$ cat src/rtl/dualrail_pkg.sv
// Shared definitions for the dual-rail word receiver.
//   state_t : receiver FSM states (wait for symbol, ack symbol, output word,
//             word-level ack).
//   SYM_*   : rail symbol encodings, ordered {bit1, bit0}.
package dualrail_pkg;

  typedef enum logic [1:0] {
    ST_WAIT   = 2'd0,
    ST_ACK    = 2'd1,
    ST_OUT    = 2'd2,
    ST_SENACK = 2'd3
  } state_t;

  localparam logic [1:0] SYM_NULL = 2'b00;
  localparam logic [1:0] SYM_0    = 2'b01;
  localparam logic [1:0] SYM_1    = 2'b10;
  localparam logic [1:0] SYM_ERR  = 2'b11;

endpackage

$ cat src/rtl/sync_bits.sv
// Multi-flop synchroniser for a group of asynchronous single-bit signals.
// Each bit is synchronised independently; the rails are return-to-zero, so
// bits skewing by a cycle against each other is harmless downstream.
// Ports:
//   clk   : system clock
//   reset : synchronous active-high, clears every stage to 0
//   d     : asynchronous inputs
//   q     : synchronised outputs (STAGES cycles after d)
module sync_bits #(
  parameter int WIDTH  = 3,
  parameter int STAGES = 2
) (
  input  logic             clk,
  input  logic             reset,
  input  logic [WIDTH-1:0] d,
  output logic [WIDTH-1:0] q
);

  logic [WIDTH-1:0] stg [STAGES];

  always_ff @(posedge clk) begin
    if (reset) begin
      for (int i = 0; i < STAGES; i++) stg[i] <= '0;
    end else begin
      stg[0] <= d;
      for (int i = 1; i < STAGES; i++) stg[i] <= stg[i-1];
    end
  end

  assign q = stg[STAGES-1];

endmodule

$ cat src/rtl/dualrail_word_rx.sv
// Dual-rail return-to-zero word receiver.
// Takes one dual-rail symbol at a time from the bit sender, acknowledges each
// with a 4-phase ack, shifts data bits in LSB-first, and on the word-end
// strobe (dt) presents the word to a valid/ready consumer before returning
// the word-level senack.
// Ports:
//   clk, reset       : system clock, synchronous active-high reset
//   bit0_in, bit1_in : async data rails (01 = logic 0, 10 = logic 1)
//   dt_in            : async word-end strobe
//   ack_out          : per-symbol 4-phase ack
//   senack_out       : word-level ack, held until dt falls
//   rx_data          : assembled word, first bit received at rx_data[0]
//   rx_valid         : word available
//   rx_ready         : consumer accepts word
//   err_out          : one-cycle pulse on illegal symbol, overrun or short word
//   state_dbg        : current FSM state
// Handshake: a word transfers on a clock edge where rx_valid and rx_ready are
// both high; once rx_valid rises it and rx_data stay unchanged until that edge.
module dualrail_word_rx
  import dualrail_pkg::*;
#(
  parameter int DATA_W      = 8,
  parameter int SYNC_STAGES = 2
) (
  input  logic              clk,
  input  logic              reset,
  input  logic              bit0_in,
  input  logic              bit1_in,
  input  logic              dt_in,
  output logic              ack_out,
  output logic              senack_out,
  output logic [DATA_W-1:0] rx_data,
  output logic              rx_valid,
  input  logic              rx_ready,
  output logic              err_out,
  output state_t            state_dbg
);

  localparam int CW = $clog2(DATA_W + 1);
  localparam logic [CW-1:0] CNT_FULL = CW'(DATA_W);

  logic [2:0]        synced;
  logic [1:0]        sym;
  logic              dt;
  state_t            state, state_nxt;
  logic [CW-1:0]     cnt;
  logic [DATA_W-1:0] shreg;
  logic              shift_en, cnt_clr, err_nxt;

  sync_bits #(.WIDTH(3), .STAGES(SYNC_STAGES)) u_sync (
    .clk   (clk),
    .reset (reset),
    .d     ({dt_in, bit1_in, bit0_in}),
    .q     (synced)
  );

  assign sym = synced[1:0];
  assign dt  = synced[2];

  always_comb begin
    state_nxt = state;
    shift_en  = 1'b0;
    cnt_clr   = 1'b0;
    err_nxt   = 1'b0;
    case (state)
      ST_WAIT: begin
        // A symbol on the rails wins over dt; every non-null symbol is
        // acknowledged, even a bad one, so the sender can always return to zero.
        if (sym != SYM_NULL) begin
          state_nxt = ST_ACK;
          if (sym == SYM_ERR)        err_nxt  = 1'b1;
          else if (cnt < CNT_FULL)   shift_en = 1'b1;
          else                       err_nxt  = 1'b1;
        end else if (dt) begin
          if (cnt == CNT_FULL) begin
            state_nxt = ST_OUT;
          end else begin
            state_nxt = ST_SENACK;
            err_nxt   = 1'b1;
          end
        end
      end
      ST_ACK:    if (sym == SYM_NULL) state_nxt = ST_WAIT;
      ST_OUT:    if (rx_ready)        state_nxt = ST_SENACK;
      ST_SENACK: begin
        if (!dt) begin
          state_nxt = ST_WAIT;
          cnt_clr   = 1'b1;
        end
      end
      default:   state_nxt = ST_WAIT;
    endcase
  end

  // Outputs are flops loaded from the next state so the async sender never
  // sees decode glitches from a multi-bit state change.
  always_ff @(posedge clk) begin
    if (reset) begin
      state      <= ST_WAIT;
      cnt        <= '0;
      shreg      <= '0;
      err_out    <= 1'b0;
      ack_out    <= 1'b0;
      senack_out <= 1'b0;
      rx_valid   <= 1'b0;
    end else begin
      state      <= state_nxt;
      err_out    <= err_nxt;
      ack_out    <= (state_nxt == ST_ACK);
      senack_out <= (state_nxt == ST_SENACK);
      rx_valid   <= (state_nxt == ST_OUT);
      if (cnt_clr)       cnt <= '0;
      else if (shift_en) cnt <= cnt + CW'(1);
      // Shift right with the new bit at the MSB: after DATA_W bits the first
      // one has walked down to bit 0.
      if (shift_en) shreg <= {sym[1], shreg[DATA_W-1:1]};
    end
  end

  assign rx_data   = shreg;
  assign state_dbg = state;

endmodule

$ cat config.mk
export PLATFORM = sky130hd
export DESIGN_NAME = dualrail_word_rx
export DESIGN_NICKNAME = d
export VERILOG_FILES = /design/src/rtl/dualrail_pkg.sv /design/src/rtl/sync_bits.sv /design/src/rtl/dualrail_word_rx.sv
export SDC_FILE = /design/constraint.sdc
export NUM_CORES = 1
export LEC_CHECK = 0
export CAP_MARGIN = 20
export CORE_MARGIN = 2
export CORE_UTILIZATION = 25
export DETAILED_ROUTE_END_ITERATION = 7
export GPL_TIMING_DRIVEN = 1
export PLACE_DENSITY = 0.48
export SETUP_SLACK_MARGIN = 0.4
export SLEW_MARGIN = 20
export SYNTH_ARGS = -nofsm -noshare
export SYNTH_HDL_FRONTEND = slang
export SYNTH_HIERARCHICAL = 1
export SYNTH_SLANG_ARGS = --single-unit
$ cat constraint.sdc
create_clock -name clk -period 2.3 [get_ports clk]
set_clock_uncertainty 0.2 [all_clocks]
set_input_delay 0.46 -clock clk [delete_from_list [all_inputs] [get_ports clk]]
set_output_delay 0.46 -clock clk [all_outputs]
set_load 0.03 [all_outputs]
Word level (Yosys, flattened, before mapping)
Memory sizes are Yosys's and may differ from the RTL's.
Cells that the tools add are included.
- multiplexer cells: 23
- $lt $le $gt $ge: 1
- reduce and logical (&&, ||, !) cells: 5
- bitwise operators: 3
- eq/ne operators: 8
- $add $sub $neg: 1
- operator list (kind ; count):
    two-way mux 1 bit ; 15
    == test 2 bit, second input constant ; 5
    two-way mux 2 bit ; 5
    case mux 2 bit (4 select lines) ; 1
    two-way mux 3 bit ; 2
    adder 4 x 1 -> 4 bit, second input constant ; 1
    == test 2 x 1 -> 1 bit, second input constant ; 2
    == test 4 bit, second input constant ; 1
    logical NOT 2 bit ; 2
    < comparator 4 bit, second input constant ; 1
    OR reduction 2 bit ; 2
    bitwise OR 1 bit ; 2
    nonzero test 2 bit ; 1
    NOT 1 bit ; 1
- memories: 1
- output and inout bits: 14
- input bits: 6
- logic and storage cells: 49
- bits in writable memories: 6
- register bits: 18
- memory list (memory ; words ; bits a word ; rd ports ; clocked after memory_dff ; wr ports ; RTL line ; RTL):
    u_sync.stg ; 2 ; 3 ; 2 ; 0 ; 2 ; sync_bits.sv:19 ; logic [WIDTH-1:0] stg [STAGES];

Depth between registers and ports, before layout
- word-level depth: 6
- depth in mapped cells: 5
- depth with buffers taken out: 5

Cells and area by module
Netlist, hierarchy kept.
- by module, submodules not included (module ; times used ; area an instance (sq um) ; sequential area each (sq um) ; cells an instance):
    dualrail_word_rx ; 1 ; 788.3 ; 360.3 ; 90
    sync_bits ; 1 ; 180.2 ; 120.1 ; 15

Least setup slack after synthesis
Ideal clock, no wire load.
- path kind: flip-flop to flip-flop
- from: register state[1] (netlist: state_dbg[1])
- to: register cnt[2]
- setup slack: 0.579 ns
- setup time: 0.070 ns
- arrival: 1.451 ns
- cell stages (with the launch flop): 5
- buffers on the path: 1
- clock period less this slack: 1.721 ns
- data required time: 2.030 ns
- cell sequence: dfxtp_1 buf_6 or3_4 or4_1 a21oi_1
- longest elaborated chain between the ends: 3
- elaborated cells between the ends (all ways): 5
- those cells by class: eq/ne (1); mux (2); reduce/logical (2)
- ends and longest elaborated chain (element ; RTL line ; RTL):
    start: declaration ; dualrail_word_rx.sv:45 ; state_t state, state_nxt;
    start signal: assignment ; dualrail_word_rx.sv:107 ; state <= state_nxt;
    == test 2 bit ; dualrail_word_rx.sv:65 ; case (state)
    two-way mux 1 bit ; dualrail_word_rx.sv:65 ;
    OR reduction 2 bit (no line) ; - ;
    end signal: assignment ; dualrail_word_rx.sv:113 ; else if (shift_en) cnt <= cnt + CW'(1);
    end: declaration ; dualrail_word_rx.sv:46 ; logic [CW-1:0] cnt;
Parallel ways exist; a longest one is shown, timed or not.
A chain may end at the register's enable or synchronous reset.

Final worst setup path
- from: register state[1] (netlist: state_dbg[1])
- to: output port state_dbg[1]
- RTL lines (element ; RTL line ; RTL):
    end: declaration ; dualrail_word_rx.sv:36 ; output state_t state_dbg
No word-level cell between the ends.

==> metrics.txt <==
# TYPE chip_impl_metric gauge
chip_impl_info{name="outcome",value="finished clean"} 1
chip_impl_metric{name="synth_area_per_cell",unit="um2"} 9.223
chip_impl_metric{name="antenna_found_initial",unit=""} 0
chip_impl_metric{name="hold_viol_final",unit=""} 0
chip_impl_metric{name="worstSkewPairLatency",unit="ns"} 0.26
chip_impl_metric{name="cts_max_level",unit=""} 1
chip_impl_metric{name="routabilityCongestion",unit=""} 0.7591
chip_impl_metric{name="netlist_area",unit="um2"} 968.4
chip_impl_metric{name="yosysTopAreaCellShare",unit="%"} 49.61
chip_impl_info{name="synth_top_cells_by_area",value="sky130_fd_sc_hd__dfxtp_1 (50%), sky130_fd_sc_hd__a21oi_1 (7.2%), sky130_fd_sc_hd__nand3_1 (5.7%)"} 1
chip_impl_metric{name="effective_utilization_at_floorplan",unit="%"} 26.26
chip_impl_metric{name="final.setup.tns",unit="ns"} 0
chip_impl_metric{name="antenna_cells_inserted",unit=""} 0
chip_impl_metric{name="areaGrowthSynthToFinish",unit="%"} 25.58
chip_impl_info{name="synth_area_leader_cell",value="sky130_fd_sc_hd__dfxtp_1"} 1
chip_impl_metric{name="fin_crit_sh",unit="%"} 77.26
chip_impl_metric{name="grt_pass1_vias",unit=""} 713
chip_impl_metric{name="fin_cells",unit=""} 170
chip_impl_metric{name="worst_reg_to_reg_cells",unit=""} 4
chip_impl_info{name="cts-root-buf",value="sky130_fd_sc_hd__clkbuf_8"} 1
chip_impl_metric{name="final_antenna_net_count",unit=""} 0
chip_impl_metric{name="share_of_post_route_cells_with_drive_strength_above_1",unit="%"} 9.836
chip_impl_metric{name="cp_data_required_time",unit="ns"} 1.64
chip_impl_metric{name="area.sequential",unit="um2"} 481.7
chip_impl_metric{name="critPathMaxFanout",unit=""} 10
chip_impl_metric{name="power.density",unit="nW/um2"} 672.9
chip_impl_metric{name="routed_wire_length_per_instance",unit="um"} 11.23
chip_impl_metric{name="postSynthCellCount",unit=""} 105
chip_impl_metric{name="route.detailed.vias_per_inst",unit=""} 4.647
chip_impl_info{name="critical_path.slowest_cell",value="sky130_fd_sc_hd__dfxtp_2"} 1
chip_impl_metric{name="placed_cells_incl_taps",unit=""} 166
chip_impl_metric{name="final_setup_vio_count",unit=""} 0
chip_impl_info{name="cp_cell_sequence",value="dlygate4sd2_1"} 1
chip_impl_metric{name="drt_drc_violations_left",unit=""} 0
chip_impl_info{name="critical_path.startpoint_type",value="flip-flop"} 1
chip_impl_metric{name="row_count",unit=""} 22
chip_impl_metric{name="dp_area",unit="um2"} 1181
chip_impl_metric{name="post-route-min-period",unit="ns"} 1.777
chip_impl_metric{name="largest_net_degree_at_the_start_of_global_routing",unit=""} 15
chip_impl_metric{name="count_of_vias_placed_by_the_detailed_router",unit=""} 790
chip_impl_metric{name="power.leakage",unit="nW"} 0.4935
chip_impl_metric{name="tritoncts_num_sinks",unit=""} 24
chip_impl_metric{name="synth_seq_area_share",unit="%"} 49.61
chip_impl_info{name="worstSetupStartpoint",value="state_dbg[1]"} 1
chip_impl_metric{name="cts_buffers",unit=""} 3
chip_impl_metric{name="filler_instances",unit=""} 409
chip_impl_metric{name="global_route_wire_length_before_repair",unit="um"} 3187
chip_impl_metric{name="yosys_warnings",unit=""} 6
chip_impl_info{name="worst_path_dominant_cell_family",value="flip-flops"} 1
chip_impl_metric{name="finalInstanceArea",unit="um2"} 1216
chip_impl_metric{name="layout.core_utilization",unit="%"} 32.97
chip_impl_metric{name="syn_nets",unit=""} 113
chip_impl_metric{name="multi_input_area",unit="um2"} 412.9
chip_impl_metric{name="power.ir.vdd_worst",unit="uV"} 259.6
chip_impl_metric{name="die-height",unit="um"} 66.24
chip_impl_metric{name="final.hold.worst_slack",unit="ns"} 0.2449
chip_impl_info{name="worstReg2RegEnd",value="cnt[2]"} 1
chip_impl_metric{name="tightest_slew",unit="ns"} 0.6429
chip_impl_metric{name="cp.arrival",unit="ns"} 1.12
chip_impl_metric{name="synth_seq_cells",unit=""} 24
chip_impl_metric{name="achievable-frequency",unit="MHz"} 562.7
chip_impl_info{name="critical_path.reg2reg.startpoint",value="u_sync/stg[0][4]"} 1
chip_impl_info{name="worst_hold_path_type",value="flip-flop to flip-flop"} 1
chip_impl_metric{name="port-buffer-count",unit=""} 19
chip_impl_metric{name="routed_wirelength",unit="um"} 1909
chip_impl_metric{name="maxCapViolCount",unit=""} 0
chip_impl_metric{name="detailedRoute.firstIterationViolations",unit=""} 20
chip_impl_metric{name="netlist_cell_types",unit=""} 29
chip_impl_metric{name="crit_path_max_incr_delay",unit="ns"} 0.43
chip_impl_info{name="critical_path_class",value="flip-flop to output port"} 1
chip_impl_metric{name="globalRoute.totalOverflow",unit=""} 0
chip_impl_metric{name="cp_num_buf_inv",unit=""} 1
chip_impl_info{name="cts_tree",value="done"} 1
chip_impl_info{name="rsz0062_at_grt",value="false"} 1
chip_impl_metric{name="grt_usage",unit="%"} 9.414
chip_impl_metric{name="die-area",unit="um2"} 4388
chip_impl_metric{name="worst-path-stages",unit=""} 1
chip_impl_metric{name="hpwlAfterDp",unit="um"} 1320
chip_impl_metric{name="chipWidth",unit="um"} 66.24
chip_impl_metric{name="reg2reg_setup_slack",unit="ns"} 0.62
chip_impl_metric{name="number_of_buffers_inserted_for_hold_repair_after_clock_tree_synthesis",unit=""} 0
chip_impl_info{name="critical_path.endpoint_type",value="output port"} 1
chip_impl_metric{name="drt_first_pass_iters",unit=""} 4
chip_impl_metric{name="cts_buffer_depth",unit=""} 2
chip_impl_metric{name="cts.reportedPaths.clkPinSlew",unit="ns"} 0.08
chip_impl_info{name="worstSetupEndpoint",value="state_dbg[1]"} 1
chip_impl_metric{name="slew_viol_final",unit=""} 0
chip_impl_metric{name="io_pins",unit=""} 20
chip_impl_metric{name="core_region_area",unit="um2"} 3689
chip_impl_metric{name="fin_nets",unit=""} 131
chip_impl_metric{name="maxSlewHeadroom",unit="%"} 56.90
==> worst register-to-register path, stage by stage, from the launching register on <==
cell	delay, ns
sky130_fd_sc_hd__dfxtp_1	0.42
sky130_fd_sc_hd__xnor2_1	0.19
sky130_fd_sc_hd__buf_4	0.21
sky130_fd_sc_hd__or4_1	0.47
sky130_fd_sc_hd__a21oi_1	0.14
==> area by class of cell <==
cell class                 instances  area share, %
clock buffer                       4          4.527
multi-input combinational         68          33.95
inverter                           4          1.235
tap                               48          4.938
sequential                        24          39.61
timing repair buffer              22          15.74
==> power by group <==
part	switching, mW	internal [mW]
Combinational	0.0552	0.0361
Clock	0.134	0.153
Sequential	0.0120	0.428
==> layer usage <==
metal / vias to the layer above / global-route usage (%) / share of wire [%]
li1: 395 / - / -
met1: 377 / 12.97 / 51
met2: 14 / 13.38 / 44
met3: 4 / 2.044 / 3.6
met4: 0 / 5.357 / 1.7
met5: - / 0 / 0
==> metrics by stage <==
| stage | worst slack (ns) | total power [mW] |
|---|---|---|
| 6_report | 0.5229 | 0.8184 |
| 5_1_grt | 0.4701 | 0.8556 |
| 4_1_cts | 0.4105 | 0.8254 |
| 3_5_place_dp | 0.4131 | 0.5459 |
| 3_3_place_gp | 0.4352 | 0.5455 |
| 2_1_floorplan | 0.5787 | 0.5136 |
==> flip-flops by register name, summed over array words and instances, names as in the netlist <==
| register | count |
|---|---|
| u_sync/stg | 6 |
| rx_valid | 1 |
| state_dbg | 2 |
| senack_out | 1 |
| ack_out | 1 |
| cnt | 4 |
| rx_data | 8 |
| err_out | 1 |
==> worst min-delay path by stage <==
stage                  endpoint  slack (ns)             start  cells past startpoint
2_1_floorplan  u_sync/stg[0][3]        0.21  u_sync/stg[0][0]                      1
3_3_place_gp   u_sync/stg[0][4]        0.22  u_sync/stg[0][1]                      1
3_5_place_dp   u_sync/stg[0][3]        0.23  u_sync/stg[0][0]                      1
4_1_cts        u_sync/stg[0][3]        0.25  u_sync/stg[0][0]                      1
5_1_grt        u_sync/stg[0][3]        0.27  u_sync/stg[0][0]                      1
6_report       u_sync/stg[0][3]        0.24  u_sync/stg[0][0]                      1
==> cell families (layout without fill, tap and decap cells) <==
family	Yosys count	in the layout	synth area share (%)
simple gates	33	33	20.03
compound gates	29	29	16.02
flops	24	24	49.61
buf+inv	13	30	7.751
fa+ha+maj	2	2	2.584
xor+xnor	2	2	1.809
mux	2	2	2.196
==> cell usage in the layout, fill, tap and decap left out, types with 2 or more instances in the layout <==
cell / netlist / layout
sky130_fd_sc_hd__a21oi_1: 14 / 14
sky130_fd_sc_hd__buf_4: 3 / 3
sky130_fd_sc_hd__clkbuf_8: 0 / 4
sky130_fd_sc_hd__clkdlybuf4s50_1: 0 / 5
sky130_fd_sc_hd__dfxtp_1: 24 / 23
sky130_fd_sc_hd__dlygate4sd2_1: 0 / 13
sky130_fd_sc_hd__ha_1: 2 / 2
sky130_fd_sc_hd__inv_1: 4 / 4
sky130_fd_sc_hd__nand2_1: 3 / 3
sky130_fd_sc_hd__nand3_1: 11 / 11
sky130_fd_sc_hd__nor2_1: 3 / 3
sky130_fd_sc_hd__nor2b_1: 6 / 6
sky130_fd_sc_hd__nor3_1: 2 / 2
sky130_fd_sc_hd__o21ai_0: 11 / 11
==> Yosys cell counts (all sizes together) <==
cell type,n
or3,1
nor3,3
xor2,1
or4b,1
and3b,1
and3,1
ha,2
o21ai,11
mux2i,1
dfxtp,24
buf,5
a31oi,1
nand3b,1
mux2,1
nor2,3
nor2b,6
or2b,1
nand2,3
a21oi,14
clkbuf,4
xnor2,1
or4,1
o31ai,1
inv,4
o21bai,1
a31o,1
nand3,11
==> what timing repair did <==
action	4_1_cts	5_1_grt
gates cloned	0	0
setup buffers	0	0
setup endpoints to repair	14	2
pin swaps	0	0
gates resized for setup	14	3
Note: power is estimated with default switching activity, not from simulation.
